$ cat src/rtl/os_array_sequencer.sv
// os_array_sequencer: output-stationary PE array tile sequencer; define OS_SEQ_FI_EN for fault-injection sequencing
module os_array_sequencer #(
  parameter int ROWS = 4,
  parameter int COLS = 4,
  parameter int K_WIDTH = 8,
  localparam int CNT_W = K_WIDTH + 4
) (
  input  logic               clk,
  input  logic               rst,
  input  logic               start,
  input  logic               abort,
  input  logic [K_WIDTH-1:0] k_len,
  output logic               busy,
  output logic               done,
  output logic               array_rst,
  output logic               fsm_op2_select,
  output logic               stat_bit,
  output logic               fsm_out_select,
  output logic [CNT_W-1:0]   feed_cnt,
  output logic [ROWS-1:0]    row_feed_en,
  output logic [COLS-1:0]    col_feed_en,
  output logic               drain_valid,
  output logic [2:0]         drain_row
`ifdef OS_SEQ_FI_EN
  ,
  input  logic               fi_arm,
  input  logic               fi_type,
  input  logic [CNT_W-1:0]   fi_cycle,
  output logic [1:0]         fault_inject
`endif
);
  typedef enum logic [2:0] {IDLE, CLEAR, COMPUTE, DRAIN, DONE} state_t;
  state_t state, ns;
  logic [K_WIDTH-1:0] k_q;
  logic [CNT_W-1:0] cnt_n, kx, last;
  logic [2:0] drow_n;
  logic [ROWS-1:0] row_n;
  logic [COLS-1:0] col_n;
  assign fsm_op2_select = 1'b0;
  assign stat_bit = 1'b0;
  assign kx = CNT_W'(k_q);
  assign last = kx + CNT_W'(ROWS + COLS - 2);
  // next state plus next values of every registered output; abort wins in the busy states
  always_comb begin
    ns = state;
    row_n = '0;
    col_n = '0;
    case (state)
      IDLE:    ns = start ? CLEAR : IDLE;
      CLEAR:   ns = abort ? IDLE : (k_q == '0 ? DRAIN : COMPUTE);
      COMPUTE: ns = abort ? IDLE : (feed_cnt == last ? DRAIN : COMPUTE);
      DRAIN:   ns = abort ? IDLE : (drain_row == 3'd0 ? DONE : DRAIN);
      default: ns = IDLE;
    endcase
    cnt_n = (state == COMPUTE && ns == COMPUTE) ? feed_cnt + CNT_W'(1) : '0;
    drow_n = ns != DRAIN ? 3'd0 : state == DRAIN ? drain_row - 3'd1 : 3'(ROWS - 1);
    for (int r = 0; r < ROWS; r++)
      row_n[r] = ns == COMPUTE && cnt_n >= CNT_W'(r) && cnt_n < CNT_W'(r) + kx;
    for (int c = 0; c < COLS; c++)
      col_n[c] = ns == COMPUTE && cnt_n >= CNT_W'(c) && cnt_n < CNT_W'(c) + kx;
  end
  // state, captured tile length and all registered outputs
  always_ff @(posedge clk or posedge rst)
    if (rst) begin
      state <= IDLE;
      k_q <= '0;
      busy <= 1'b0;
      done <= 1'b0;
      array_rst <= 1'b0;
      fsm_out_select <= 1'b0;
      drain_valid <= 1'b0;
      feed_cnt <= '0;
      drain_row <= 3'd0;
      row_feed_en <= '0;
      col_feed_en <= '0;
    end else begin
      state <= ns;
      if (state == IDLE && start) k_q <= k_len;
      busy <= ns inside {CLEAR, COMPUTE, DRAIN};
      done <= ns == DONE;
      array_rst <= ns == CLEAR;
      fsm_out_select <= ns == DRAIN;
      drain_valid <= ns == DRAIN;
      feed_cnt <= cnt_n;
      drain_row <= drow_n;
      row_feed_en <= row_n;
      col_feed_en <= col_n;
    end
`ifdef OS_SEQ_FI_EN
  logic arm_q, type_q;
  logic [CNT_W-1:0] fic_q;
  // fault request captured at start, fired on the matching COMPUTE cycle
  always_ff @(posedge clk or posedge rst)
    if (rst) begin
      arm_q <= 1'b0;
      type_q <= 1'b0;
      fic_q <= '0;
      fault_inject <= 2'b00;
    end else begin
      if (state == IDLE && start) begin
        arm_q <= fi_arm;
        type_q <= fi_type;
        fic_q <= fi_cycle;
      end
      fault_inject <= (ns == COMPUTE && arm_q && cnt_n == fic_q) ? {type_q, 1'b1} : 2'b00;
    end
`endif
endmodule

$ cat config.mk
export PLATFORM = sky130hd
export DESIGN_NAME = os_array_sequencer
export DESIGN_NICKNAME = d
export VERILOG_FILES = /design/src/rtl/os_array_sequencer.sv
export SDC_FILE = /design/constraint.sdc
export NUM_CORES = 1
export LEC_CHECK = 0
export ABC_CLOCK_PERIOD_IN_PS = 7500
export CORE_ASPECT_RATIO = 2
export CORE_MARGIN = 5
export CORE_UTILIZATION = 55
export CTS_CLUSTER_DIAMETER = 80
export DETAILED_ROUTE_END_ITERATION = 12
export MAX_ROUTING_LAYER = met4
export PLACE_DENSITY_LB_ADDON = 0.15
export SKIP_CTS_REPAIR_TIMING = 1
export SYNTH_ARGS = -nofsm -noshare
export SYNTH_HDL_FRONTEND = slang
export SYNTH_SLANG_ARGS = --single-unit
$ cat constraint.sdc
create_clock -name clk -period 7.5 [get_ports clk]
set_input_delay 1.5 -clock clk [delete_from_list [all_inputs] [get_ports clk]]
set_output_delay 1.5 -clock clk [all_outputs]
set_load 0.01 [all_outputs]
# Yosys cells after proc, flatten, opt, wreduce, memory -nomap -nowiden
# Cells that the tools add are included.
# Widths: inputs -> output; s select.
[word_totals]
elab_cells = 57
output_inout_bits = 30
in_bits = 12
reg_bits = 34
[op_classes]
addsub = 6
n_reduce_logical = 14
n_mux = 11
order_cmp = 8
eq_ne = 9
[ops]
columns = ["cell", "count"]
rows = [
  ["$lt 12x9->1", 3],
  ["$ge 12x1->1 const B", 2],
  ["$ge 12x2->1 const B", 2],
  ["$add 2x8->9 const A", 2],
  ["$add 12x1->12 const B", 1],
  ["$eq 12x9->1", 1],
  ["$eq 3x2->1 const B", 4],
  ["$lt 12x8->1", 1],
  ["$mux 12", 1],
  ["$mux 3", 4],
  ["$pmux 3 s4", 1],
  ["$logic_and 1x1->1", 10],
  ["$add 1x8->9 const A", 1],
  ["$add 8x3->9 const B", 1],
  ["$logic_not 8->1", 1],
  ["$eq 3x1->1 const B", 2],
  ["$logic_not 3->1", 2],
  ["$mux 2", 2],
  ["$eq 3x3->1 const B", 1],
  ["$mux 1", 3],
  ["$ne 3x2->1 const B", 1],
  ["$reduce_bool 3->1", 1],
  ["$sub 3x1->3 const B", 1],
]

# Longest topological paths before layout
[depth]
ltp_word = 11
ltp_mapped = 19
ltp_nobuf = 16

# Worst setup path before layout
# No wires, ideal clock.
[synth_path]
path_kind = "input to register"
start = "in abort"
end = "reg col_feed_en[2]"
t_arrival_ns = 4.276
path_slack_ns = 3.100
cell_stages = 15
path_cell_list = "nor4b_2 -> nand4_1 -> a2111oi_4 -> nand2_2 -> buf_6 -> nand2_1 -> buf_2 -> nor2_1 -> ha_1 -> and3_1 -> nand2_1 -> nor2_1 -> nor4b_1 -> nor3_1 -> o31a_1"
[synth_via]
elab_chain_len = 8
[synth_lines]
columns = ["element", "line_no", "rtl"]
rows = [
  ["start: declaration", "11", "input logic abort,"],
  ["$mux 3, or another cell as far along", "52", "DRAIN: ns = abort ? IDLE : (drain_row == 3'd0 ? DONE : DRAIN);"],
  ["$pmux 3 s4 (*)", "48", "case (state)"],
  ["$eq 3x2->1 (*)", "55", "cnt_n = (state == COMPUTE && ns == COMPUTE) ? feed_cnt + CNT_W'(1) : '0;"],
  ["$logic_and 1x1->1 (*)", "55", ""],
  ["$mux 12 (*)", "55", ""],
  ["named net cnt_n[7]", "35", "logic [CNT_W-1:0] cnt_n, kx, last;"],
  ["$ge 12x2->1", "60", "col_n[c] = ns == COMPUTE && cnt_n >= CNT_W'(c) && cnt_n < CNT_W'(c) + kx;"],
  ["$logic_and 1x1->1", "60", ""],
  ["$logic_and 1x1->1 (*)", "60", ""],
  ["named net col_n[2]", "38", "logic [COLS-1:0] col_n;"],
  ["end signal: assignment", "87", "col_feed_en <= col_n;"],
  ["end: declaration", "21", "output logic [COLS-1:0] col_feed_en,"],
]
# The timed path passes the listed nets; every way through them passes the cells marked *.
# A chain may end at the register's enable or synchronous reset.

# Final worst setup path
# Ends and elaborated chain as after synthesis.

==> run summary <==
worst path arrival time: 5.25 ns
sequential share of the synthesized area: 0.282
setup TNS: 0 ns
row cnt: 38
die width: 62.4 um
# nets final: 416
Psw: 344 uW
Initial DRC Count: 208
Initial Utilization: 0.561
Critical Path Source: abort
area leader, netlist: dfrtp_1
RR Startpoint: k_q[1]
Worst-path clk slew: 0.07 ns
Die H: 115 um
vias in the first global route: 2,689
Crit Path Max Fanout: 16
CTS H-Tree Depth: 2
clock share of power: 0.181
Synth async-reset ratio: 1.00
ranking of synthesized cells by area: dfrtp_1 (28%), ha_1 (14%), xnor2_1 (8.7%), nand2_1 (3.9%), nor2_1 (3.9%)
logic gate share of total power: 0.470
# fillers: 478
critical path type: in2reg
Via-to-Cell Ratio: 6.24
initial antenna violation count: 0
fin crit share: 0.677
Remaining Overflow, GRT: 0
Ys Warns: 0
Least-Margin Pin Slew: 0.590 ns
sequential fraction of design power: 0.350
Crit. End Element: flop
core region area: 5370 sq um
layout cell share with drive strength beyond 1: 0.0699
Clock Tree Buf Depth: 2
Clk Latency, worst-skew pair: 0.28 ns
largest net degree at the start of global routing: 35
post-detail-place hpwl: 6.65 mm
Peak VDD IR: 196 uV
DRT Wirelength: 8.37 mm
I/O pin count: 42
clock skew: 0.00624 ns
Data required, critical path: 7.67 ns
post-synth top area share: 0.282
Slew Viols, Final: 0
P_leak: 1.46 nW
min-delay src: drain_row[0]
Sw Share: 0.438
Worst Hold Class: reg2reg
Detail Route Antenna Nets: 0
Slew HR: 0.604
status: finished, final reports clean
CTS Buf Count: 5
Top FF cell, synth: dfrtp_1
die area: 7160 sq um
syn avg cell area: 8.67 sq um
via total after detailed routing: 2,694
Synth Cell Area: 3020 sq um
first-pass GRT wire length: 13.6 mm
Root Buffer: clkbuf_8
CP startpoint kind: input port
Final Hold Viols: 0
per-cell routed wire length: 19.4 um
Final setup viols: 0
Pre-antenna DRT Iters: 5
Syn Inst Count: 348
RSZ-0062 raised after global routing: no
DR DRC count: 0
CTS tree: built
Seq cells post-synth: 34
GPL Wtd Cong: 0.966
fin util: 0.642
Post-synth EDFFs: 0
Yosys cell types: 61
Global Route Usage Sum: 0.249
Max Freq: 0.197 GHz
PD cells: 228 nW/um^2
internal power: 441 uW
Max Cap Violations: 0
Antenna Cells: 0
Port Buffers: 39
crit path time final: 5.07 ns
area added between synthesis and finish: 14.3%
Sink Count: 34
cell usage after synthesis (2+ instances only):
master / n
a31oi_1: 7
buf_4: 11
or3_1: 3
nor4b_1: 5
inv_1: 20
ha_1: 33
nor3_1: 10
nand2_1: 31
clkbuf_1: 8
and4_1: 2
nor4_1: 5
a21oi_1: 12
or4_1: 2
o2111ai_1: 3
o21ai_0: 17
o211a_1: 2
nand3b_1: 2
o31a_1: 3
a211oi_1: 4
xnor2_1: 30
buf_2: 7
and3_1: 2
xor2_1: 9
nand3_1: 10
dfrtp_1: 34
nand4_1: 8
nor2_1: 31
a21o_1: 4
routing by layer:
layer / vias to the layer above / wire length [um] / global-route usage / part of all wire
met5: - / 0 / - / 0
met3: 45 / 383 / 0.0303 / 0.046
met4: 0 / 792 / 0.198 / 0.095
met2: 110 / 4390 / 0.438 / 0.52
li1: 1271 / - / - / -
met1: 1268 / 2800 / 0.242 / 0.33
cells in the final DEF (no fill, tap or decap), types with 6 or more instances in the layout:
master and count:
nor2_1 31, a31oi_1 7, nand3_1 10, nand4_1 8, inv_1 20, clkbuf_8 6, a21oi_1 12, nor3_1 10
xor2_1 9, nand2_1 31, xnor2_1 30, clkdlybuf4s50_1 39, dfrtp_1 34, ha_1 33, o21ai_0 17
cell families (layout without fill, tap and decap cells):
family	after synthesis	after routing	share of synthesized area
compound gates	68	68	0.164
simple gates	124	124	0.218
mux	1	1	0.00332
flops	34	34	0.282
xor+xnor	39	39	0.113
buf+inv	47	70	0.0776
fa+ha+maj	34	34	0.141
other cells	1	2	0.00124
worst max-delay path, cell delays in order:
cell             delay (ns)
clkdlybuf4s50_1        0.49
nor4b_2                0.34
buf_4                  0.26
nand4_1                0.16
a2111oi_4              0.32
nand2_2                0.26
nand2_1                0.39
nor2_1                 0.21
ha_1                   0.34
and3_1                 0.17
nand2_1                0.09
nor2_1                 0.11
nor4b_1                0.23
nor3_1                 0.07
o31a_1                 0.30
state kept, by name, indices dropped and copies added, names as in the netlist:
name         flops
array_rst        1
busy             1
col_feed_en      4
done             1
drain_row        3
drain_valid      1
feed_cnt        12
k_q              8
state            3
stage by stage:
stage | total power [mW] | hold slack (ns) | setup WS, ns | cell area (sq um) | instances
after floorplan | 0.536 | 0.500 | 3.10 | 3020 | 349
after global placement | 0.639 | 0.458 | 2.32 | 3360 | 424
after detailed placement | 0.643 | 0.470 | 2.19 | 3360 | 424
after CTS | 0.786 | 0.479 | 2.46 | 3450 | 432
after global routing | 0.843 | 0.510 | 2.14 | 3450 | 432
final | 0.786 | 0.471 | 2.43 | 3450 | 432
power by group through the flow:
stage          Sequential [mW]  Clock (mW)  Combinational, mW
2_1_floorplan            0.227           0              0.309
3_3_place_gp             0.275           0              0.363
3_5_place_dp             0.276           0              0.366
4_1_cts                  0.273       0.144              0.369
5_1_grt                  0.279       0.154              0.410
6_report                 0.275       0.142              0.369
path summary, 6_finish.rpt:
| kind | endpoint | slack (ns) | cells after the start |
|---|---|---|---|
| worst max-delay path | col_feed_en[2] | 2.43 | 15 |
| worst min-delay path | drain_row[0] | 0.47 | 1 |
| worst max register to register | col_feed_en[2] | 3.12 | 14 |
| worst min register to register | drain_row[0] | 0.47 | 1 |
| max in group asynchronous | col_feed_en[1] | 5.56 | 3 |
| min in group asynchronous | feed_cnt[3] | 1.62 | 3 |
layout make-up:
type / instances / area (sq um) / area share
tap: 60 / 75.1 / 0.0218
clock inverter: 1 / 5.00 / 0.00145
clock buffer: 7 / 86.3 / 0.0250
inverter: 20 / 75.1 / 0.0218
timing repair buffer: 42 / 413 / 0.120
sequential: 34 / 851 / 0.247
multi-input combinational: 268 / 1940 / 0.563
No activity file was read; power rests on OpenSTA's default activity.
